===== src/rtl/fetch_stage.sv =====
// Instruction-fetch stage: owns the PC, issues imem reads, and applies memory-stage
// redirects, deferring a redirect that lands during an outstanding miss until it completes.
module fetch_stage #(
   parameter logic [31:0] PC_INIT = 32'h0000_0000
) (
   input  logic        CLK,
   input  logic        RST,
   output logic        iREN,
   output logic [31:0] iaddr,
   input  logic        ihit,
   input  logic [31:0] iload,
   input  logic        redirect,
   input  logic [1:0]  PCSrc_mem,
   input  logic [31:0] baddr_mem,
   input  logic [31:0] jaddr_mem,
   input  logic [31:0] rdat1_mem,
   input  logic        stall,
   input  logic        halt,
   output logic [31:0] instr_fet,
   output logic [31:0] pc4_fet,
   output logic        fet_valid
);

   typedef enum logic [1:0] {
      FETCH  = 2'd0,
      DRAIN  = 2'd1,
      HALTED = 2'd2
   } st_t;

   st_t         st_q, st_d;
   logic [31:0] pc_q, pc_d;
   logic [31:0] tgt_q, tgt_d;
   logic        redir_s;
   logic [31:0] tgt_sel_s;
   logic [31:0] tgt_s;

   // Redirect target selection and combinational fetch outputs
   always_comb begin
      redir_s = redirect && (PCSrc_mem != 2'b00);
      case (PCSrc_mem)
         2'd1:    tgt_sel_s = baddr_mem;
         2'd2:    tgt_sel_s = jaddr_mem;
         2'd3:    tgt_sel_s = rdat1_mem;
         default: tgt_sel_s = 32'h0000_0000;
      endcase
      tgt_s = tgt_sel_s & 32'hFFFF_FFFC;

      iREN      = (st_q != HALTED);
      iaddr     = pc_q;
      pc4_fet   = pc_q + 32'd4;
      fet_valid = (st_q == FETCH) && ihit && !redir_s;
      if (fet_valid) begin
         instr_fet = iload;
      end else begin
         instr_fet = 32'h0000_0000;
      end
   end

   // Next-state logic; halt outranks redirect and hit in every state
   always_comb begin
      st_d  = st_q;
      pc_d  = pc_q;
      tgt_d = tgt_q;
      if (halt) begin
         st_d = HALTED;
      end else begin
         case (st_q)
            FETCH: begin
               if (redir_s && ihit) begin
                  pc_d = tgt_s;
               end else if (redir_s) begin
                  tgt_d = tgt_s;
                  st_d  = DRAIN;
               end else if (ihit && !stall) begin
                  pc_d = pc_q + 32'd4;
               end else begin
                  pc_d = pc_q;
               end
            end
            DRAIN: begin
               // The in-flight address stays on iaddr until memory answers
               if (redir_s) begin
                  tgt_d = tgt_s;
               end else begin
                  tgt_d = tgt_q;
               end
               if (ihit) begin
                  pc_d = redir_s ? tgt_s : tgt_q;
                  st_d = FETCH;
               end else begin
                  st_d = DRAIN;
               end
            end
            HALTED: begin
               st_d = HALTED;
            end
            default: begin
               st_d = FETCH;
            end
         endcase
      end
   end

   // State registers
   always_ff @(posedge CLK or posedge RST) begin
      if (RST) begin
         st_q  <= FETCH;
         pc_q  <= PC_INIT;
         tgt_q <= 32'h0000_0000;
      end else begin
         st_q  <= st_d;
         pc_q  <= pc_d;
         tgt_q <= tgt_d;
      end
   end

endmodule

===== config.mk =====
export PLATFORM = sky130hd
export DESIGN_NAME = fetch_stage
export DESIGN_NICKNAME = d
export VERILOG_FILES = /design/src/rtl/fetch_stage.sv
export SDC_FILE = /design/constraint.sdc
export NUM_CORES = 1
export LEC_CHECK = 0
export ABC_AREA = 1
export CORE_MARGIN = 2
export CORE_UTILIZATION = 47
export CTS_CLUSTER_DIAMETER = 50
export DETAILED_ROUTE_END_ITERATION = 7
export GPL_ROUTABILITY_DRIVEN = 0
export PLACE_DENSITY = 0.88
export SYNTH_ARGS = -nofsm -noshare
export SYNTH_HDL_FRONTEND = slang
export SYNTH_SLANG_ARGS = --single-unit
export TNS_END_PERCENT = 1

===== constraint.sdc =====
create_clock -name CLK -period 5.1 [get_ports CLK]
set_input_delay 1.02 -clock CLK [delete_from_list [all_inputs] [get_ports CLK]]
set_output_delay 1.02 -clock CLK [all_outputs]
set_load 0.005 [all_outputs]

==> flow_summary.ini <==
[cells_and_area]
antenna_cells = 0
areaGrowthSynthToFinish_pct = 48.4
final_cell_area_um2 = 7910
most-common-layout-cells = nand2_1 (287), clkdlybuf4s50_1 (227), nor2_1 (167)
final_common_cell = nand2_1
drive_gt1_share_pct = 4.50
fin_nets = 1243

[global_routing]
grt_use_total_pct = 32.0
overflow = 0
antenna_found_initial = 0
grt_start_max_net_pins = 49
grt_pass1_vias = 6364
grt_pass1_wl_um = 31800

[clock_network]
cts_num_sinks = 66
post_cts_buffers = 0
insertion_delay_ns = 0.33
cts_root_buf = clkbuf_16
cts_resized = 0
numCtsBuffers = 9
hold_buffers = 0
clockBufferDepth = 2
htree_levels = 3
cts_tree = built
clk_pin_slew_worst_paths_ns = 0.06

[worst_hold_path]
holdPathStages = 2
hold_path_class = flop to flop
min_to = tgt_q[18]
min_from = tgt_q[18]

[power_and_ir_drop]
ir_worst_vdd_mv = 0.173
p_leak_nw = 3.80
powerDensity_nw_per_um2 = 209

[setup_path]
crit_arrival_ns = 3.24
critical_path_class = primary input to output pin
crit_top_cell = clkdlybuf4s50_1
path_max_fanout = 33
crit_family = buffers and inverters
startpoint_type = primary input
r2r-start = st_q[0]
cp_num_buf_inv = 3
crit_chain = clkdlybuf4s50_1 -> o21ai_4 -> nand3_1 -> buf_4 -> nor2_1 -> clkdlybuf4s50_1
worst_ep_required_time_ns = 4.08
endpoint_kind = output pin
critical-path-max-stage-delay_ns = 0.61
reg2reg_slack_ns = 2.21
slowest_stage = clkdlybuf4s50_1
rr_worst_depth = 8
r2r_end = iaddr[22]

[outcome]
status = finished, final reports clean

[sta]
layout_min_cycle_time_ns = 4.26
max_slew_margin_pct = 37.3
finalCritPeriodShare_pct = 83.5
setup_viol_count_final = 0
rsz0062_at_grt = false
maxSlewViolCount = 0
worst_slew_pin_slew_ns = 0.938
max_freq_mhz = 235
hold_viol_final = 0
fin_setup_tns_ns = 0
finalClockSkew_ns = 0.00711

[logic_synthesis]
synth-warning-count = 0
synthTopCellsByArea = dfrtp_1 (31%), nand2_1 (20%), nor2_1 (12%)
syn_inst = 900
avgSynthCellArea_um2 = 5.93
synth_seq_area_share_pct = 31.0
syn_area_um2 = 5330
yosysTopAreaCell = dfrtp_1
synth_top_area_share_pct = 31.0
syn-num-nets = 1037
ys_ff_latch = 66
yosysUniqueCellTypes = 34

[die]
die-area_um2 = 12200
die_y_um = 111
die_w_um = 111
core_area_um2 = 10900
ioPinCount = 234
start_util_pct = 48.8
rows = 38

[detailed_routing]
drt-total-wl_um = 19800
antenna_left = 0
dr.pass1.iters = 6
route.detailed.drc = 0
viasPerCell = 5.33
wl_per_cell_um = 15.8
vias = 6664
drtIter0Drc = 947

[place]
place_area_um2 = 7590
io_buffers = 227
hpwl_um = 15200

[run]
drv_cap = 0
-- cell usage after synthesis, drive strengths merged --
cell,count
nand2,289
nor2,174
inv,131
dfrtp,66
nand3,65
o21ai,53
a21oi,52
buf,26
o211ai,16
clkbuf,9
nor3,4
xnor2,4
xor2,3
a31oi,2
a2111oi,1
and2,1
ha,1
mux2i,1
nand3b,1
or2,1
-- power by group --
group,switching (W),internal (W)
Sequential,0.0000400,0.000554
Combinational,0.000186,0.000209
Clock,0.000239,0.000427
Total,0.000464,0.00119
-- layer usage --
metal	global-route usage (%)	up-vias	share of wire, %
met5	0	-	0
met4	8.83	0	2.2
met3	5.98	35	9.3
met2	57.5	407	51
met1	39.0	3031	37
li1	-	3191	-
-- cells by family after synthesis --
| group | after synthesis | share of synthesized area, % |
|---|---|---|
| and+or+nand+nor | 535 | 40.4 |
| buffers and inverters | 166 | 13.3 |
| AOI/OAI and AO/OA | 124 | 13.7 |
| DFF | 66 | 31.0 |
| xor gates and xnor gates | 7 | 1.15 |
| muxes | 1 | 0.188 |
| adders and majority gates | 1 | 0.235 |
-- registers in the layout (all words and copies together) (netlist names) --
signal and count:
iaddr 32, st_q 2, tgt_q 32
-- per-stage QoR --
step	instances	util, %	setup WS, ns	hold slack [ns]	total power, W
5_1_grt	1251	72.3	0.693	0.501	0.00172
3_3_place_gp	1235	69.4	0.859	0.448	0.000980
4_1_cts	1251	72.3	0.861	0.468	0.00164
6_report	1251	72.3	0.841	0.468	0.00165
2_1_floorplan	900	-	2.03	0.437	0.000757
3_5_place_dp	1235	69.4	0.873	0.453	0.000989
-- area by class of cell --
type / instances / area (um^2)
Fill cell: 937 / 3020
Clock inverter: 7 / 93.8
Multi-Input combinational cell: 668 / 2970
Sequential cell: 66 / 1650
Inverter: 131 / 499
Tap cell: 140 / 175
Clock buffer: 9 / 225
Timing Repair Buffer: 230 / 2290
-- worst max-delay path by stage --
stage / startpoint / endpoint / slack (ns) / cells after the start
2_1_floorplan: PCSrc_mem[0] / instr_fet[22] / 2.03 / 6
3_3_place_gp: PCSrc_mem[0] / instr_fet[6] / 0.86 / 6
3_5_place_dp: PCSrc_mem[0] / instr_fet[5] / 0.87 / 6
4_1_cts: PCSrc_mem[0] / instr_fet[5] / 0.86 / 6
5_1_grt: PCSrc_mem[0] / instr_fet[2] / 0.69 / 6
6_report: PCSrc_mem[0] / instr_fet[5] / 0.84 / 6
-- worst reg2reg max path: stages, from the launching register on --
cell and delay, ns:
dfrtp_1 0.43, inv_2 0.11, nor2_4 0.65, inv_2 0.29, nor2_2 0.63, inv_1 0.31
nor2_1 0.18, nor2_1 0.07, a21oi_1 0.14
No activity file was read; power rests on OpenSTA's default activity.
